===== config.mk =====
export PLATFORM = sky130hd
export DESIGN_NAME = uart_rx
export DESIGN_NICKNAME = d
export VERILOG_FILES = /design/src/rtl/uart_pkg.sv /design/src/rtl/uart_sync2.sv /design/src/rtl/uart_rx.sv
export SDC_FILE = /design/constraint.sdc
export NUM_CORES = 1
export LEC_CHECK = 0
export ABC_AREA = 1
export ABC_CLOCK_PERIOD_IN_PS = 1750
export CAP_MARGIN = 20
export CORE_ASPECT_RATIO = 0.6
export CORE_MARGIN = 3
export CORE_UTILIZATION = 35
export DETAILED_ROUTE_END_ITERATION = 16
export GPL_TIMING_DRIVEN = 0
export MAX_ROUTING_LAYER = met4
export PLACE_DENSITY = 0.54
export RECOVER_POWER = 25
export SYNTH_ARGS = -nofsm -noshare
export SYNTH_HDL_FRONTEND = slang
export SYNTH_SLANG_ARGS = --single-unit
export TNS_END_PERCENT = 10

===== constraint.sdc =====
create_clock -name i_clk -period 1.75 [get_ports i_clk]
set_input_delay 0.35 -clock i_clk [delete_from_list [all_inputs] [get_ports i_clk]]
set_output_delay 0.35 -clock i_clk [all_outputs]
set_load 0.01 [all_outputs]

===== src/rtl/uart_pkg.sv =====
// Shared UART definitions: FSM state encoding and default frame geometry.
package uart_pkg;
  typedef enum logic [1:0] {IDLE, START, DATA, STOP} uart_state_e;

  localparam int UART_OVERSAMPLE = 16;
  localparam int UART_DATA_BITS  = 8;
endpackage


===== src/rtl/uart_sync2.sv =====
// Two-flop synchroniser for an asynchronous single-bit input; 2 clk latency,
// no backpressure. Reset value is a parameter so idle-high lines stay quiet.
module uart_sync2 #(
  parameter logic RST_VAL = 1'b1
) (
  input  logic i_clk,
  input  logic i_rst,
  input  logic i_d,
  output logic o_q
);
  logic r_meta;
  logic r_q;

  always_ff @(posedge i_clk) begin
    if (i_rst) begin
      r_meta <= RST_VAL;
      r_q    <= RST_VAL;
    end else begin
      r_meta <= i_d;
      r_q    <= r_meta;
    end
  end

  assign o_q = r_q;
endmodule


===== src/rtl/uart_rx.sv =====
// 8N1 UART receiver sampling mid-bit on an oversampled tick; byte out on the stop-sample edge.
// One-entry holding register with valid/ready; a full register drops the new frame and pulses overrun.
module uart_rx
  import uart_pkg::*;
#(
  parameter int OVERSAMPLE = UART_OVERSAMPLE,
  parameter int DATA_BITS  = UART_DATA_BITS
) (
  input  logic                 i_clk,
  input  logic                 i_rst,
  input  logic                 i_sample_tick,
  input  logic                 i_en,
  input  logic                 i_rx,
  output logic [DATA_BITS-1:0] o_data_out,
  output logic                 o_data_valid,
  input  logic                 i_data_ready,
  output logic                 o_frame_err,
  output logic                 o_overrun
);
  localparam int CW = $clog2(OVERSAMPLE);
  localparam int BW = $clog2(DATA_BITS);
  localparam logic [CW-1:0] HALF_M1  = CW'(OVERSAMPLE / 2 - 1);
  localparam logic [CW-1:0] LAST_CNT = CW'(OVERSAMPLE - 1);
  localparam logic [BW-1:0] LAST_BIT = BW'(DATA_BITS - 1);

  logic                 w_rx_s;
  logic [CW-1:0]        w_cnt_nxt;
  logic                 w_free;

  uart_state_e          r_state;
  logic [CW-1:0]        r_cnt;
  logic [BW-1:0]        r_bit_idx;
  logic [DATA_BITS-1:0] r_shift;
  logic                 r_rx_prev;
  logic [DATA_BITS-1:0] r_data_out;
  logic                 r_data_valid;
  logic                 r_frame_err;
  logic                 r_overrun;

  uart_sync2 #(.RST_VAL(1'b1)) u_sync_rx (
    .i_clk (i_clk),
    .i_rst (i_rst),
    .i_d   (i_rx),
    .o_q   (w_rx_s)
  );

  assign w_cnt_nxt = r_cnt + 1'b1;
  // Holding register can take a byte if empty or being drained this cycle.
  assign w_free    = !r_data_valid || i_data_ready;

  always_ff @(posedge i_clk) begin
    if (i_rst) begin
      r_state      <= IDLE;
      r_cnt        <= '0;
      r_bit_idx    <= '0;
      r_shift      <= '0;
      r_rx_prev    <= 1'b1;
      r_data_out   <= '0;
      r_data_valid <= 1'b0;
      r_frame_err  <= 1'b0;
      r_overrun    <= 1'b0;
    end else begin
      r_frame_err <= 1'b0;
      r_overrun   <= 1'b0;
      if (r_data_valid && i_data_ready) r_data_valid <= 1'b0;
      if (i_sample_tick) r_rx_prev <= w_rx_s;

      if (!i_en) begin
        r_state <= IDLE;
        r_cnt   <= '0;
        r_shift <= '0;
      end else if (i_sample_tick) begin
        case (r_state)
          IDLE: begin
            if (r_rx_prev && !w_rx_s) begin
              r_cnt   <= '0;
              r_state <= START;
            end
          end
          START: begin
            r_cnt <= w_cnt_nxt;
            if (w_cnt_nxt == HALF_M1) begin
              if (w_rx_s) begin
                r_state <= IDLE;
              end else begin
                r_cnt     <= '0;
                r_bit_idx <= '0;
                r_state   <= DATA;
              end
            end
          end
          DATA: begin
            r_cnt <= w_cnt_nxt;
            if (r_cnt == LAST_CNT) begin
              r_shift   <= {w_rx_s, r_shift[DATA_BITS-1:1]};
              r_cnt     <= '0;
              r_bit_idx <= r_bit_idx + 1'b1;
              if (r_bit_idx == LAST_BIT) r_state <= STOP;
            end
          end
          STOP: begin
            r_cnt <= w_cnt_nxt;
            if (r_cnt == LAST_CNT) begin
              r_cnt   <= '0;
              r_state <= IDLE;
              if (!w_rx_s) begin
                r_frame_err <= 1'b1;
              end else if (w_free) begin
                r_data_out   <= r_shift;
                r_data_valid <= 1'b1;
              end else begin
                r_overrun <= 1'b1;
              end
            end
          end
          default: r_state <= IDLE;
        endcase
      end
    end
  end

  assign o_data_out   = r_data_out;
  assign o_data_valid = r_data_valid;
  assign o_frame_err  = r_frame_err;
  assign o_overrun    = r_overrun;
endmodule


* Word-level counts from Yosys, hierarchy flattened
Index checks and enable logic that the tools add are counted.
** Cells by class
- Reductions and logical operators :: 16
- Bitwise gates (word level) :: 5
- Mux-type cells :: 25
- Eq/ne operators :: 12
- $add $sub $neg :: 2
** Operators with widths (count)
- $reduce_and A6 Y1 :: 3
- $mux W4 :: 4
- $mux W2 :: 6
- $ne A2 B2 Y1 const B :: 6
- $pmux W4 S3 :: 1
- $mux W1 :: 9
- $mux W3 :: 3
- $pmux W2 S4 :: 1
- $pmux W3 S2 :: 1
- $reduce_or A6 Y1 :: 1
- $not A1 Y1 :: 5
- $reduce_or A5 Y1 :: 1
- $add A4 B1 Y4 const B :: 1
- $eq A2 B2 Y1 const B :: 2
- $eq A4 B3 Y1 const B :: 1
- $eq A4 B4 Y1 const B :: 1
- $reduce_or A2 Y1 :: 2
- $add A3 B1 Y3 const B :: 1
- $eq A3 B3 Y1 const B :: 1
- $reduce_and A3 Y1 :: 1
- $eq A2 B1 Y1 const B :: 1
- $logic_and A1 B1 Y1 :: 2
- $logic_not A1 Y1 :: 2
- $logic_not A2 Y1 :: 1
- other kinds (3) :: 3
** Word-level totals
- Register bits :: 31
- Word-level logic and storage cells :: 71

* Depth between registers and ports, before layout
- Word-level depth :: 8
- Depth in mapped cells :: 11
- Mapped depth without buffers :: 11

* Modules after synthesis
A second synthesis with hierarchy kept.
** Second synthesis, totals
- Cells, all modules :: 185
- Area, all modules :: 1441.4 um^2
** By module, submodules not included
- uart_rx :: cells an instance 178, instances 1, area each 1382.6 um^2
- uart_sync2 :: cells an instance 7, instances 1, area each 58.8 um^2

* Worst setup path after synthesis
OpenSTA, ideal clock, no wires.
- Path kind :: register -> register
- From :: register r_cnt[0]
- To :: register r_data_out[6] (netlist: o_data_out[6])
- Required time :: 1.631 ns
- Setup time :: 0.119 ns
- Slack :: 0.299 ns
- Arrival time :: 1.332 ns
- Cell stages (with the launch flop) :: 8
- Cells stage by stage :: dfxtp_1 -> ha_1 -> nand3_1 -> nor2_1 -> nand4_2 -> buf_2 -> o21ai_1 -> a21oi_1
** Between the ends
- Longest elaborated chain between the ends :: 2
** RTL lines
- start, declared :: line uart_rx.sv:31 : logic [CW-1:0] r_cnt;
- start signal, assigned :: line uart_rx.sv:81 : r_cnt <= w_cnt_nxt;
- start signal, assigned :: line uart_rx.sv:93 : r_cnt <= w_cnt_nxt;
- start signal, assigned :: line uart_rx.sv:102 : r_cnt <= w_cnt_nxt;
- $eq A4 B4 Y1 :: line uart_rx.sv:103 : if (r_cnt == LAST_CNT) begin
- $reduce_and A6 Y1 (no line)
- end signal, assigned :: line uart_rx.sv:109 : r_data_out <= r_shift;
- end, declared :: line uart_rx.sv:35 : logic [DATA_BITS-1:0] r_data_out;
No other way between the ends.
A chain may end at the register's enable or synchronous reset.

* Final worst setup path
- From :: input port i_sample_tick
- To :: register r_shift[3]
** Between the ends
- Longest elaborated chain between the ends :: 1
** RTL lines
- start, declared :: line uart_rx.sv:11 : input logic i_sample_tick,
- $reduce_and A3 Y1 (no line)
- end signal, assigned :: line uart_rx.sv:95 : r_shift <= {w_rx_s, r_shift[DATA_BITS-1:1]};
- end, declared :: line uart_rx.sv:33 : logic [DATA_BITS-1:0] r_shift;
No other way between the ends.

==> results.cfg <==
[timing]
min_period_ns = 1.64
hold_ws_ns = 0.435
max_freq_ghz = 0.610
maxSlewViolCount = 0
hold_viol = 0
period_share_pct = 93.7
skew_ns = 0.00677
setup_violations = 0
rsz0062_at_grt = no
relSlewSlack_pct = 80.6
worst_pin_slew_ns = 0.288
fin_ws_ns = 0.111

[place]
post-place-ws_ns = -0.202
routabilityCongestion = 0.738
io_buffer_count = 16
dp_hpwl_mm = 2.34
dp_cells = 258

[setup_path]
cp_num_buf_inv = 2
critPathArrivalTime_ns = 1.80
ff2ff_setup_slack_ns = 0.16
worstPathCellList = clkdlybuf4s50_1 > nand4_1 > nor2_8 > inv_2 > o21ai_1 > a21oi_1
slowest_stage = clkdlybuf4s50_1
r2r_cells = 7
critPathTopFamily = buffers and inverters
end_kind = register
crit_path_max_incr_delay_ns = 0.62
cp_max_fo = 10
critPathLaunchType = input pin
criticalPathCategory = in2reg
cp.required_ns = 1.91
reg2reg_from = r_cnt[0]$_SDFFE_PP0P_
r2r-end = o_data_out[6]$_SDFFE_PP0P_

[global_routing]
track_usage_pct = 14.8
grt_overflow = 0
groute.layer.met2.usage_pct = 21.9
use_met1_pct = 18.9
grt_first_pass_wirelength_mm = 5.15
busiest_layer = met2
grt_max_degree = 11
grt_pass1_vias = 1143
grtUsageMet3_pct = 4.44
antenna_found_initial = 0

[layout]
final.fill_count = 371
diodes = 0
fin_cells = 267
fin_util_pct = 46.4
area_growth_syn_to_layout_pct = 23.8
drive_above_1_share_pct = 13.6
nNetsFinal = 230

[detailed_routing]
drc = 0
routed_via_density = 4.83
totalWireLength_mm = 3.13
drt_iter0_markers = 42
drtAntennaViolNets = 0
vias = 1290
dr.pass1.iters = 4
wire_per_inst_um = 11.7

[clock_network]
holdBufCountCts = 0
clock_sinks = 31
cts.reportedPaths.clkPinSlew_ns = 0.07
max-clock-path-buffers = 2
clock_latency_ns = 0.28
cts_tree = built
cts_buffers = 5
htreeDepth = 2
root_buffer = clkbuf_8

[run_status]
status = completed

[power]
intPower_mw = 1.04
pwr-share-clk_pct = 42.7
powerDensity_mw_per_mm2 = 760
p_sw_share_pct = 22.0
power.leakage_nw = 0.721
seq_power_share_pct = 53.5
net-switching-power_mw = 0.292
peakVddDrop_uv = 271
combPwrFrac_pct = 3.8

[floorplan]
start_util_pct = 37.5
die_w_um = 88.0
io_pins = 17
fp.dieArea_sq_mm = 0.00486
core.rowCount = 17
fp.dieH_um = 55.2
core_sq_mm = 0.00376

[synthesis]
ys_ff_latch = 31
yosys_warnings = 0
syn_avg_cell_area_sq_um = 7.24
ys_seq_area_share_pct = 44.0
synth.distinct_cells = 23
synth_area_sq_mm = 0.00141
synth_nets = 205
syn_inst = 195

[min_path]
hold_class = reg2reg
hold_depth = 1
min_to = u_sync_rx.o_q$_SDFF_PP1_
min-delay-start = u_sync_rx.r_meta$_SDFF_PP1_

[job]
cap_violations = 0
## worst max-delay path by stage
stage	from	cells after the start	endpoint
floorplan	r_cnt[0]$_SDFFE_PP0P_	7	o_data_out[6]$_SDFFE_PP0P_
global placement	i_sample_tick	6	r_shift[3]$_SDFFE_PP0P_
detailed placement	i_sample_tick	6	r_shift[3]$_SDFFE_PP0P_
CTS	r_cnt[0]$_SDFFE_PP0P_	7	o_data_out[6]$_SDFFE_PP0P_
global route	r_cnt[0]$_SDFFE_PP0P_	7	o_data_out[6]$_SDFFE_PP0P_
finish	i_sample_tick	6	r_shift[3]$_SDFFE_PP0P_
## power by group through the flow
stage                     Sequential [mW]  Clock [mW]  Combinational [mW]
after global routing                0.711       0.612              0.0569
after floorplan                     0.726           0              0.0273
after CTS                           0.711       0.588              0.0513
final                               0.711       0.567              0.0509
after detailed placement            0.727           0              0.0508
after global placement              0.727           0              0.0499
## placed cells by master (no fill, tap or decap)
cell type,instances
nand3_2,2
nand2_1,46
clkbuf_4,1
nand4_1,5
ha_2,1
a21oi_4,1
buf_6,1
inv_1,26
dfxtp_2,2
o21ai_0,11
inv_4,1
nand3_1,5
ha_1,3
nor4_1,1
dfxtp_1,29
o21ai_1,8
a21oi_1,16
nor2_2,2
clkdlybuf4s50_1,13
nor2_4,1
inv_2,5
nand4_2,1
nor2_8,1
or2_2,2
clkbuf_8,6
clkinv_2,1
nor2_1,23
a211oi_1,1
buf_4,2
dlygate4sd3_1,3
## timing repair
item,in CTS,in global routing
endpoints found under the setup margin,2,13
endpoints found under the hold margin,0,0
gates resized for setup,1,5
setup buffers,0,2
pin swaps,0,1
## flip-flops by register name, summed over array words and instances (netlist names), 3 cells and up, named ones only
name and cells:
r_shift 8, o_data_out 8, r_cnt 4, r_bit_idx 3
## worst register-to-register path, stage by stage (launching register included)
cell	delay, ns
dfxtp_2	0.38
ha_2	0.23
nand3_2	0.16
nor2_2	0.15
nand4_2	0.16
clkbuf_4	0.23
o21ai_1	0.14
a21oi_1	0.05
## routing by layer
layer	part of all wire [%]	vias to the layer above	wire length [um]
met4	1.6	0	51
met5	0	-	0
met1	54	586	1690
met2	39	34	1230
met3	5.0	5	157
li1	-	665	-
## Yosys cell counts
master,count,area [sq um]
buf_2,1,5.00
dfxtp_1,31,621
nor4_1,1,6.26
or2_2,2,12.5
inv_4,1,6.26
nor2_8,1,20.0
a21oi_1,16,80.1
inv_1,26,97.6
nand4_1,5,31.3
a211oi_1,1,7.51
a21oi_4,1,16.3
nor2_2,1,6.26
inv_2,5,18.8
nand3_1,6,30.0
o21ai_1,8,40.0
nor2_1,24,90.1
buf_6,1,11.3
o21ai_0,11,55.1
nand3_2,1,10.0
nand4_2,1,12.5
nand2_1,46,173
ha_1,4,50.1
nor2_4,1,11.3
## cell families (layout without fill, tap and decap cells)
group | count (synthesis) | count (layout) | synth area share, %
buffers and inverters | 34 | 59 | 9.84
adder cells (fa/ha/maj) | 4 | 4 | 3.55
AO/OA/AOI/OAI | 37 | 37 | 14.1
AND/OR/NAND/NOR | 89 | 89 | 28.5
flip-flops | 31 | 31 | 44.0
## cell type report
class	instances	area, sq um	share of cell area, %
Buffer	2	18.8	1.07
Inverter	32	123	7.02
Sequential cell	31	623	35.6
Timing Repair Buffer	18	175	10.0
Clock inverter	1	5.00	0.286
Multi-Input combinational cell	130	662	37.9
Tap cell	47	58.8	3.36
Clock buffer	6	82.6	4.72
## per-stage QoR
| step | instance area [sq um] | power (mW) | setup TNS [ns] |
|---|---|---|---|
| after global placement | 1630 | 0.777 | -0.557 |
| final | 1750 | 1.33 | 0 |
| after detailed placement | 1630 | 0.777 | -1.22 |
| after global routing | 1750 | 1.38 | 0 |
| after floorplan | 1410 | 0.753 | 0 |
| after CTS | 1720 | 1.35 | 0 |
Note: power is estimated with default switching activity, not from simulation.
